### src/rtl/spi_slave_shifter_if.sv
// Parallel byte interface between the SPI slave shifter and its register block.
interface spi_slave_shifter_if;
  logic [7:0] tx_data;
  logic       tx_load;
  logic [7:0] rx_data;
  logic       rx_valid;
  logic       tx_empty;
  logic       underrun;
  logic       busy;

  modport master (output tx_data, tx_load,
                  input  rx_data, rx_valid, tx_empty, underrun, busy);
  modport slave  (input  tx_data, tx_load,
                  output rx_data, rx_valid, tx_empty, underrun, busy);
endinterface

### src/rtl/spi_slave_shifter.sv
// SPI peripheral shift engine: SCLK/SS/MOSI oversampled in PCLK, byte-wide
// rx/tx with a single transmit holding register and underrun fill.
module spi_slave_shifter #(
  parameter int         SYNC_STAGES = 2,
  parameter logic [7:0] IDLE_TX     = 8'h00
) (
  input  logic PCLK,
  input  logic PRESET_n,
  input  logic sclk_i,
  input  logic ss_n_i,
  input  logic mosi_i,
  input  logic cpol_i,
  input  logic cpha_i,
  input  logic lsbfe_i,
  output logic miso_o,
  output logic miso_oe_o,
  spi_slave_shifter_if.slave bus
);

  typedef enum logic [1:0] {IDLE, LOAD, SHIFT} state_t;

  state_t state_q, state_d;
  logic [SYNC_STAGES-1:0] sclk_sy, ss_sy, mosi_sy;
  logic sclk_s, ss_s, mosi_s, sclk_d, ss_d;
  logic ss_rise, ss_fall, smp_edge, sft_edge;
  logic do_reload, do_sample, do_shift;
  logic [7:0] tx_sr, rx_sr, hold, rx_data_q, reload_byte, rx_next;
  logic [2:0] bit_cnt;
  logic miso_q, oe_q, busy_q, rx_done, rx_valid_q, underrun_q, tx_empty_q;

  function automatic logic first_bit(input logic [7:0] v, input logic lsb);
    return lsb ? v[0] : v[7];
  endfunction

  function automatic logic [7:0] advance(input logic [7:0] v, input logic lsb);
    return lsb ? {1'b0, v[7:1]} : {v[6:0], 1'b0};
  endfunction

  always_ff @(posedge PCLK or negedge PRESET_n) begin
    if (!PRESET_n) begin
      sclk_sy <= '0;
      ss_sy   <= '0;
      mosi_sy <= '0;
      sclk_d  <= 1'b0;
      ss_d    <= 1'b0;
    end else begin
      sclk_sy <= {sclk_sy[SYNC_STAGES-2:0], sclk_i};
      ss_sy   <= {ss_sy[SYNC_STAGES-2:0], ss_n_i};
      mosi_sy <= {mosi_sy[SYNC_STAGES-2:0], mosi_i};
      sclk_d  <= sclk_s;
      ss_d    <= ss_s;
    end
  end

  assign sclk_s   = sclk_sy[SYNC_STAGES-1];
  assign ss_s     = ss_sy[SYNC_STAGES-1];
  assign mosi_s   = mosi_sy[SYNC_STAGES-1];
  assign ss_rise  = ss_s & ~ss_d;
  assign ss_fall  = ~ss_s & ss_d;
  // Modes 0/3 sample on rising SCLK, modes 1/2 on falling; shift on the other edge.
  assign smp_edge = (cpol_i == cpha_i) ? (sclk_s & ~sclk_d) : (~sclk_s & sclk_d);
  assign sft_edge = (cpol_i == cpha_i) ? (~sclk_s & sclk_d) : (sclk_s & ~sclk_d);

  assign reload_byte = tx_empty_q ? IDLE_TX : hold;
  assign rx_next     = lsbfe_i ? {mosi_s, rx_sr[7:1]} : {rx_sr[6:0], mosi_s};

  always_ff @(posedge PCLK or negedge PRESET_n) begin
    if (!PRESET_n) state_q <= IDLE;
    else           state_q <= state_d;
  end

  always_comb begin
    state_d   = state_q;
    do_reload = 1'b0;
    do_sample = 1'b0;
    do_shift  = 1'b0;
    case (state_q)
      IDLE:  if (ss_fall) state_d = LOAD;
      LOAD:  begin
        do_reload = 1'b1;
        state_d   = SHIFT;
      end
      SHIFT: if (!ss_s) begin
        do_sample = smp_edge;
        do_shift  = sft_edge;
        do_reload = smp_edge && (bit_cnt == 3'd7);
      end
      default: state_d = IDLE;
    endcase
    if (ss_rise) begin
      state_d   = IDLE;
      do_reload = 1'b0;
      do_sample = 1'b0;
      do_shift  = 1'b0;
    end
  end

  always_ff @(posedge PCLK or negedge PRESET_n) begin
    if (!PRESET_n) begin
      tx_sr      <= '0;
      rx_sr      <= '0;
      hold       <= '0;
      rx_data_q  <= '0;
      bit_cnt    <= '0;
      miso_q     <= 1'b0;
      oe_q       <= 1'b0;
      busy_q     <= 1'b0;
      rx_done    <= 1'b0;
      rx_valid_q <= 1'b0;
      underrun_q <= 1'b0;
      tx_empty_q <= 1'b1;
    end else begin
      underrun_q <= 1'b0;
      rx_done    <= 1'b0;
      rx_valid_q <= rx_done;
      if (ss_rise) begin
        busy_q  <= 1'b0;
        oe_q    <= 1'b0;
        miso_q  <= 1'b0;
        bit_cnt <= '0;
      end else begin
        if (state_q == IDLE && ss_fall) begin
          busy_q <= 1'b1;
          oe_q   <= 1'b1;
        end
        if (do_reload) begin
          underrun_q <= tx_empty_q;
          tx_empty_q <= 1'b1;
          // With CPHA=0 the first bit must already be on the wire before the first edge.
          if (state_q == LOAD && !cpha_i) begin
            miso_q <= first_bit(reload_byte, lsbfe_i);
            tx_sr  <= advance(reload_byte, lsbfe_i);
          end else begin
            tx_sr <= reload_byte;
          end
        end else if (do_shift) begin
          miso_q <= first_bit(tx_sr, lsbfe_i);
          tx_sr  <= advance(tx_sr, lsbfe_i);
        end
        if (state_q == LOAD) bit_cnt <= '0;
        if (do_sample) begin
          rx_sr   <= rx_next;
          bit_cnt <= bit_cnt + 3'd1;
          if (bit_cnt == 3'd7) begin
            rx_data_q <= rx_next;
            rx_done   <= 1'b1;
          end
        end
      end
      // A new write lands after any same-cycle reload has taken the old byte.
      if (bus.tx_load) begin
        hold       <= bus.tx_data;
        tx_empty_q <= 1'b0;
      end
    end
  end

  assign miso_o       = miso_q;
  assign miso_oe_o    = oe_q;
  assign bus.rx_data  = rx_data_q;
  assign bus.rx_valid = rx_valid_q;
  assign bus.tx_empty = tx_empty_q;
  assign bus.underrun = underrun_q;
  assign bus.busy     = busy_q;

endmodule

### src/flat_wrapper.sv
// flat-port wrapper written by rule: the top's interface ports become plain ports
module spi_slave_shifter_flat 
#(
  parameter int         SYNC_STAGES = 2,
  parameter logic [7:0] IDLE_TX     = 8'h00
)
  (PCLK, PRESET_n, sclk_i, ss_n_i, mosi_i, cpol_i, cpha_i, lsbfe_i, miso_o, miso_oe_o, bus_tx_data, bus_tx_load, bus_rx_data, bus_rx_valid, bus_tx_empty, bus_underrun, bus_busy);
  spi_slave_shifter_if bus_i ();
  input  logic PCLK;
  input  logic PRESET_n;
  input  logic sclk_i;
  input  logic ss_n_i;
  input  logic mosi_i;
  input  logic cpol_i;
  input  logic cpha_i;
  input  logic lsbfe_i;
  output logic miso_o;
  output logic miso_oe_o;
  input wire logic [$bits(bus_i.tx_data)-1:0] bus_tx_data;
  input wire logic [$bits(bus_i.tx_load)-1:0] bus_tx_load;
  output wire logic [$bits(bus_i.rx_data)-1:0] bus_rx_data;
  output wire logic [$bits(bus_i.rx_valid)-1:0] bus_rx_valid;
  output wire logic [$bits(bus_i.tx_empty)-1:0] bus_tx_empty;
  output wire logic [$bits(bus_i.underrun)-1:0] bus_underrun;
  output wire logic [$bits(bus_i.busy)-1:0] bus_busy;
  assign bus_i.tx_data = bus_tx_data;
  assign bus_i.tx_load = bus_tx_load;
  assign bus_rx_data = bus_i.rx_data;
  assign bus_rx_valid = bus_i.rx_valid;
  assign bus_tx_empty = bus_i.tx_empty;
  assign bus_underrun = bus_i.underrun;
  assign bus_busy = bus_i.busy;
  spi_slave_shifter #(.SYNC_STAGES(SYNC_STAGES), .IDLE_TX(IDLE_TX)) u_core (.PCLK(PCLK), .PRESET_n(PRESET_n), .sclk_i(sclk_i), .ss_n_i(ss_n_i), .mosi_i(mosi_i), .cpol_i(cpol_i), .cpha_i(cpha_i), .lsbfe_i(lsbfe_i), .miso_o(miso_o), .miso_oe_o(miso_oe_o), .bus(bus_i));
endmodule
### config.mk
export PLATFORM = sky130hd
export DESIGN_NAME = spi_slave_shifter_flat
export DESIGN_NICKNAME = d
export VERILOG_FILES = /design/src/rtl/spi_slave_shifter_if.sv /design/src/rtl/spi_slave_shifter.sv /design/src/flat_wrapper.sv
export SDC_FILE = /design/constraint.sdc
export NUM_CORES = 1
export LEC_CHECK = 0
export BUFFER_PORTS_ARGS = -buffer_cell sky130_fd_sc_hd__buf_2
export CELL_PAD_IN_SITES_DETAIL_PLACEMENT = 1
export CELL_PAD_IN_SITES_GLOBAL_PLACEMENT = 2
export CORE_ASPECT_RATIO = 2
export CORE_MARGIN = 3
export CORE_UTILIZATION = 34
export CTS_BUF_LIST = sky130_fd_sc_hd__clkbuf_4 sky130_fd_sc_hd__clkbuf_8
export DETAILED_ROUTE_END_ITERATION = 8
export PLACE_DENSITY_LB_ADDON = 0.1
export SETUP_SLACK_MARGIN = 0.3
export SLEW_MARGIN = 20
export SYNTH_ARGS = -nofsm -noshare
export SYNTH_HDL_FRONTEND = slang
export SYNTH_SLANG_ARGS = --single-unit
### constraint.sdc
create_clock -name PCLK -period 1.85 [get_ports PCLK]
set_clock_uncertainty 0.2 [all_clocks]
set_input_delay 0.185 -clock PCLK [delete_from_list [all_inputs] [get_ports PCLK]]
set_output_delay 0.185 -clock PCLK [all_outputs]
set_load 0.02 [all_outputs]
Word-level counts from Yosys, hierarchy flattened
Index checks and enable logic that the tools add are counted.
Widths: inputs -> output; s select.
{ "word_totals": {"in_bits": 17, "out_inout_bits": 14, "regBits": 51, "word_cells": 91} }
{ "classes": {"bitwise_logic": 9, "reduce_logical": 16, "n_eq_ne": 8, "mux": 40, "n_addsub": 1} }
{ "ops": {"columns": ["op", "count"], "rows": [
  ["$mux 8", 7],
  ["$mux 1", 26],
  ["$reduce_and 2->1", 5],
  ["$mux 3", 3],
  ["$pmux 2 s3", 1],
  ["$reduce_bool 2->1", 3],
  ["$reduce_bool 3->1", 2],
  ["$not 1->1", 5],
  ["$and 1x1->1", 4],
  ["$mux 2", 2],
  ["$add 3x1->3 const B", 1],
  ["$eq 3x3->1 const B", 1],
  ["$logic_and 1x1->1", 3],
  ["$ne 3x1->1 const B", 1],
  ["$ne 3x2->1 const B", 1],
  ["$reduce_and 3->1", 1],
  ["$eq 2x1->1 const B", 1],
  ["$eq 2x2->1 const B", 1],
  ["$logic_not 2->1", 1],
  ["$ne 2x1->1 const B", 1],
  ["$ne 2x2->1 const B", 1],
  ["$pmux 1 s2", 1],
  ["$eq 1x1->1", 1],
  ["$logic_not 1->1", 1]
]} }

Logic depth before layout (Yosys ltp)
Gate-level depths: netlist of run 1.
{ "depth": {"word_depth": 10, "mapped_depth": 9, "depth_no_buf": 7} }

Least setup slack after synthesis of run 1
No wires, ideal clock.
{ "synth_timing": {"path_type": "register -> register", "from": "register u_core.state_q[1]", "to": "register u_core.tx_sr[4]", "path_buffers": 2, "t_required_ns": 1.574, "path_slack_ns": -0.113, "path_stages_with_launch": 10, "t_arrival_ns": 1.687, "setup_time_ns": 0.076, "synth_period_minus_slack_ns": 1.963, "path_cell_list": "dfrtp_1 -> inv_1 -> ha_1 -> clkbuf_1 -> nor2b_1 -> buf_2 -> nor2_1 -> a211oi_1 -> nand2_1 -> o21ai_1"} }
{ "synth_via": {"elab_chain_cells": 5, "word_cells_on_any_way": 11, "cone_classes": "eq/ne (2); mux (6); reduce/logical (3)"} }
{ "synth_rtl": {"columns": ["item", "line_no", "text"], "rows": [
  ["from (decl)", "spi_slave_shifter.sv:22", "state_t state_q, state_d;"],
  ["from (signal assigned)", "spi_slave_shifter.sv:69", "else state_q <= state_d;"],
  ["$eq 2x2->1 / $eq 2x1->1 (equally long branches)", "spi_slave_shifter.sv:77, spi_slave_shifter.sv:130", null],
  ["$pmux 1 s2 / $mux 1 (equally long branches)", "spi_slave_shifter.sv:77", "case (state_q)"],
  ["$mux 1", "spi_slave_shifter.sv:90", "if (ss_rise) begin"],
  ["$reduce_bool 2->1 (no line)", null, null],
  ["$reduce_and 2->1 (no line)", null, null],
  ["to (signal assigned)", "spi_slave_shifter.sv:132", "tx_sr <= advance(reload_byte, lsbfe_i);"],
  ["to (signal assigned)", "spi_slave_shifter.sv:134", "tx_sr <= reload_byte;"],
  ["to (signal assigned)", "spi_slave_shifter.sv:138", "tx_sr <= advance(tx_sr, lsbfe_i);"],
  ["to (decl)", "spi_slave_shifter.sv:27", "logic [7:0] tx_sr, rx_sr, hold, rx_data_q, reload_byte, rx_next;"]
]} }
Parallel ways exist; a longest one is shown, timed or not.
A chain may end at the register's enable or synchronous reset.

Worst setup path after layout of run 1
{ "layout_timing": {"from": "register u_core.state_q[0]", "to": "register u_core.tx_sr[6]"} }
The elaborated chain is that of the path after synthesis.

==> metrics.txt, run 1 <==
DRC viols=0; Num CTS Buffers=5; Placed Cells=between 300 and 400; Layout Nets=328; diode count=0; PwrDens=1040 nW/um^2; VDD IR max=648 uV; Hold Fails Final Rpt=0; clock-pin slew on the worst setup and hold paths=100 ps; # IOs=31; commonest non-fill, non-tap cell in the layout=dfrtp_1; Worst Path Class, Setup=reg -> reg; status=complete, but fails checks; largest net degree at the start of global routing=23; gr usage total=0.176; Slew headroom=0.723; Reg area=1280 sq um; CTS root buffer=clkbuf_8; Mapped Cells=233; vias in the first global route=~2200; worst-margin pin slew=415 ps; CTS max path bufs=2; die width=65.5 um; Tcrit/Tclk final=1.07; syn nets=255; GPL Wtd Cong=0.726; min cycle time layout=between 1500 and 2000 ps; crit-path max FO=5; Multi-input gate area=1210 sq um; row count=42; post-DP HPWL=4.66 mm; leak pwr=1.57 nW; initial antenna violation count=0; Util after Layout=0.515; global-route wire length before repair=11.1 mm; worst min-delay path category=in -> async; endpoints failing setup=29; Synth area leader=dfrtp_1; #FFs+latches synth=around 50; Core Region=6730 sq um; total grt overflow=0; CP arrival=2020 ps; Synth cell types=36; WL final=6.86 mm; max-cap violations=0; via count=2013; Cell Count, Final, Fillers Out=a little under 400; sequential area share after synthesis=0.530; I/O Buffers=30; Startpoint Class=flop; r2r setup slk=-120 ps; Cell Area, Synth=between 2000 and 2500 sq um; detail-routed via count per cell=between 5 and 6; Syn Area/Cell=10.3 sq um; CTS tree=done; Worst EP required=1900 ps; Initial Util=0.358; setup ws final=-121 ps; share of layout cells above drive strength 1=0.401; unrepaired setup endpoints after global routing=yes; Setup crit end kind=flop; DRC marker count from the first detailed-route iteration=85; DR pass1 iterations=4; post-synth top area share=0.519; clk sinks=51; Die ar.=8200 sq um; remaining antenna violation count after routing=0; pre-CTS WS=-135 ps; FILL cells=763; H-tree depth=2; routed len/inst=17.4 um; Area Overhead vs Synth=43.6%; worst-skew pair later-pin latency=320 ps; top cells by area, synth=dfrtp_1 (52%), mux2i_1 (9.5%), a21oi_1 (4.4%); FMAX=0.507 GHz; YS warnings=0; most frequent cells in the layout=dfrtp_1 (50), buf_2 (30), mux2i_1 (23), buf_4 (20); Max Slew Vio Count=0; failing checks=negative setup slack; die height=about 130 um
[cells in the mapped netlist (all sizes together)]
cell type / number
a211o: 1
a211oi: 6
a21oi: 21
a221oi: 1
a222oi: 1
a311oi: 1
a31oi: 1
and2: 1
buf: 7
clkbuf: 6
dfrtp: 50
dfstp: 1
ha: 5
inv: 8
mux2: 10
mux2i: 23
nand2: 22
nand2b: 2
nand3: 7
nand3b: 1
nand4bb: 2
nor2: 25
nor2b: 1
nor3: 1
nor3b: 1
nor4: 1
o21a: 1
o21ai: 24
o31ai: 1
xnor2: 1
[what timing repair did]
action,4_1_cts,5_1_grt
resized for setup,20,26
setup endpoints to repair,33,33
gates cloned,2,2
hold buffers,13,0
endpoints found under the hold margin,62,0
pin swaps,0,4
buffers inserted,7,4
[cell families (layout without fill, tap and decap cells)]
kind of cell / count (synthesis) / after routing / share of synthesized area
mux: 33 / 33 / 0.144
compound gates: 58 / 58 / 0.138
buf+inv: 21 / 95 / 0.0379
fa+ha+maj: 5 / 5 / 0.0259
simple gates: 64 / 64 / 0.121
xor+xnor: 1 / 1 / 0.00363
flops: 51 / 51 / 0.530
[registers in the layout, indices dropped and copies added, names as in the netlist]
register and count:
u_core.bit_cnt 3, u_core.bus.rx_data 8, u_core.bus.rx_valid 1, u_core.bus.tx_empty 1, u_core.bus.underrun 1, u_core.hold 8
u_core.miso_o 1, u_core.miso_oe_o 1, u_core.mosi_sy 2, u_core.rx_done 1, u_core.rx_sr 8, u_core.sclk_d 1
u_core.sclk_sy 2, u_core.ss_d 1, u_core.ss_sy 2, u_core.state_q 2, u_core.tx_sr 8
[report_power, final]
part | switching, mW | internal [mW] | leakage, nW
Combinational | 0.653 | 0.680 | 0.855
Sequential | 0.160 | 1.29 | 0.657
Clock | 0.405 | 0.404 | 0.0581
[cell type report]
class / count / share of cell area
sequential: 51 / 0.369
multi-input combinational: 161 / 0.349
timing repair buffer: 79 / 0.207
tap: 88 / 0.0318
clock buffer: 5 / 0.0199
clock inverter: 3 / 0.0126
inverter: 8 / 0.0101
[worst paths after layout]
check / startpoint / end / cells past startpoint
worst max-delay path: u_core.state_q[0] / u_core.tx_sr[6] / 8
worst min-delay path: PRESET_n / u_core.bus.underrun / 2
worst max register to register: u_core.state_q[0] / u_core.tx_sr[6] / 8
worst min register to register: u_core.sclk_sy[0] / u_core.sclk_sy[1] / 0
max in group asynchronous: PRESET_n / u_core.bus.tx_empty / 3
min in group PCLK: u_core.sclk_sy[0] / u_core.sclk_sy[1] / 0
[metrics by stage]
stage	hold WS (ps)	power, mW	TNS (ps)	instance area (sq um)
global route	161	3.82	-5460	3460
floorplan	-311	2.02	0	2470
CTS	142	3.44	-989	3290
global placement	-48.8	2.42	-101	2870
finish	126	3.59	-2580	3460
detailed placement	-55.5	2.44	-492	2870
[metal layers]
layer,up-vias,global-route usage,share of wire
li1,957,-,-
met1,1028,0.176,0.35
met2,18,0.343,0.61
met3,10,0.0251,0.017
met4,0,0.0721,0.020
met5,-,0,0
[worst max-delay path: stages, from the launching register on]
cell and delay, ps:
dfrtp_1 410, inv_2 80, ha_4 130, nand4bb_1 130, mux2_4 340, o21ai_4 210
buf_6 130, buf_12 100, mux2i_1 160
Power figures use the tool's default switching activity.
==> run 2: changes to the inputs <==
SETUP_SLACK_MARGIN = 0.1   (was 0.3)
==> run 2 against run 1 <==
The run still ends with negative setup slack left; critical path depth stayed put; non-clock buffer count is 6 lower; via count is 3.6% lower; die area stayed put; sequential power hardly changed; combinational power is 6% lower; fmax is 0.89% higher; final area stayed put; wire length is 4.0% lower; core utilization stayed put; clock-buffer cell count is 1 higher; highest routed layer unchanged.
==> metrics.txt, run 2 (synthesis gave the netlist of run 1 again) <==
Num CTS Buffers=5; vias in the first global route=2115; status=complete, but fails checks; largest net degree at the start of global routing=52; FF-to-FF Start=u_core.state_q[0]; CTS max path bufs=2; Placed Cells=roughly 350; setup_tns=-1060 ps; # IOs=31; unrepaired setup endpoints after global routing=yes; Slew headroom=0.674; GPL Wtd Cong=around 0.76; worst reg2reg path depth=8; DRC marker count from the first detailed-route iteration=67; H-tree depth=2; CP arrival=2000 ps; Switching Share=0.338; VDD IR max=557 uV; DP Area=2800 sq um; worst-margin pin slew=488 ps; failing checks=negative setup slack; gr usage total=0.168; worst-skew pair later-pin latency=320 ps; diode count=0; Hold Fails Final Rpt=0; min cycle time layout=1950 ps; CTS tree=done; design area=3460 sq um; I/O Buffers=30; Tcrit/Tclk final=1.06; DR pass1 iterations=4; commonest non-fill, non-tap cell in the layout=dfrtp_1; cells along the critical path=inv_2 > ha_4 > nand4bb_1 > mux2_4 > o21ai_4 > buf_6 > buf_12 > mux2i_1; Layout Nets=322; die height=125 um; via count=1940; worst min-delay path category=reg -> reg; share of layout cells above drive strength 1=0.425; most frequent cells in the layout=dfrtp_1 (49), buf_2 (30), mux2i_1 (23), nor2_1 (23), buf_4 (15); setup ws final=-104 ps; Die ar.=8200 sq um; Flop pwr share=0.414; clock-pin slew on the worst setup and hold paths=100 ps; Startpoint Class=flop; Area Overhead vs Synth=43.6%; Setup crit end kind=flop; hold path depth=0; detail-routed via count per cell=roughly 5.0; Fin Hold WS=between 150 and 200 ps; Worst EP required=1890 ps; die width=~66 um; global-route wire length before repair=10.4 mm; CTS root buffer=clkbuf_8; post-DP HPWL=4.27 mm; max-cap violations=0; Worst Path Class, Setup=reg -> reg; WL final=6.58 mm; DRC viols=0; initial antenna violation count=0; PwrDens=1030 nW/um^2; Hold EP=u_core.mosi_sy[1]; Initial Util=0.358; r2r setup slk=-100 ps; Core Region=approximately 6700 sq um; Comb power frac=0.349; crit-path max FO=5; Cell Count, Final, Fillers Out=389; Util after Layout=0.515; routed len/inst=~17 um; clk sinks=approximately 50; RR Endpoint=u_core.tx_sr[6]; row count=42; total grt overflow=0; FMAX=0.512 GHz; remaining antenna violation count after routing=0; Worst Setup SP=u_core.state_q[0]; leak pwr=about 1.6 nW; Net Switching=1.21 mW; Slowest cell on crit path=dfrtp_1; Clk pwr share=0.237; CP peak stage delay=400 ps; Hold Startpoint=u_core.mosi_sy[0]; Internal=2.36 mW; Max Slew Vio Count=0; endpoints failing setup=30
## run 2: cell count changes in the layout (fill, tap and decap cells not counted), moves of 3 or more
| cell | previous run | this run |
|---|---|---|
| nor2_1 | 18 | 23 |
| buf_4 | 20 | 15 |
| nand2_1 | 16 | 8 |
| nor2_2 | 5 | 1 |
| o21ai_2 | 2 | 13 |
| nand2_4 | 0 | 7 |
| o21ai_1 | 18 | 6 |
| buf_12 | 7 | 4 |
## run 2: cell type report
type	instances	area [sq um]
Fill cell	763	3260
Multi-Input combinational cell	161	1270
Tap cell	88	110
Sequential cell	51	1280
Inverter	8	30.0
Clock inverter	2	38.8
Timing Repair Buffer	73	657
Clock buffer	6	82.6
## run 2: worst max path at each step
stage / endpoint / depth (start not counted)
detailed placement: u_core.tx_sr[3] / 7
global placement: u_core.tx_sr[3] / 7
CTS: u_core.bus.rx_data[6] / 9
global route: u_core.tx_sr[6] / 8
finish: u_core.tx_sr[6] / 8
floorplan: u_core.bus.tx_empty / 8
## run 2: worst max-delay path: cells and delay by family, from the launching register on
family,cells,cell delay [ps]
simple gates,1,120
flops,1,400
mux,2,490
compound gates,1,190
fa+ha+maj,1,140
buf+inv,3,330
## run 2: repair_timing
item	4_1_cts	5_1_grt
setup endpoints to repair	30	31
cloned	2	3
hold buffers	13	0
pin swaps	3	22
setup buffers	7	2
resized for setup	9	51
endpoints found under the hold margin	63	0
## run 2: metrics by stage
step | setup slack, ps | power, mW
detailed placement | -145 | 2.38
CTS | -73.9 | 3.38
global route | -192 | 3.79
floorplan | 10.5 | 2.02
global placement | -123 | 2.36
finish | -104 | 3.56
## run 2: power groups by stage
stage / clock [mW] / sequential [mW] / combinational [mW]
2_1_floorplan: 0 / 1.44 / 0.584
3_3_place_gp: 0 / 1.47 / 0.890
3_5_place_dp: 0 / 1.48 / 0.901
4_1_cts: 0.875 / 1.46 / 1.04
5_1_grt: 0.908 / 1.50 / 1.37
6_report: 0.844 / 1.47 / 1.25
## run 2: metal layers
metal,part of all wire,GRT usage,up-vias
met5,0,0,-
met4,0.023,0.0733,0
met3,0.017,0.0305,9
met2,0.62,0.329,17
met1,0.34,0.158,971
li1,-,-,943
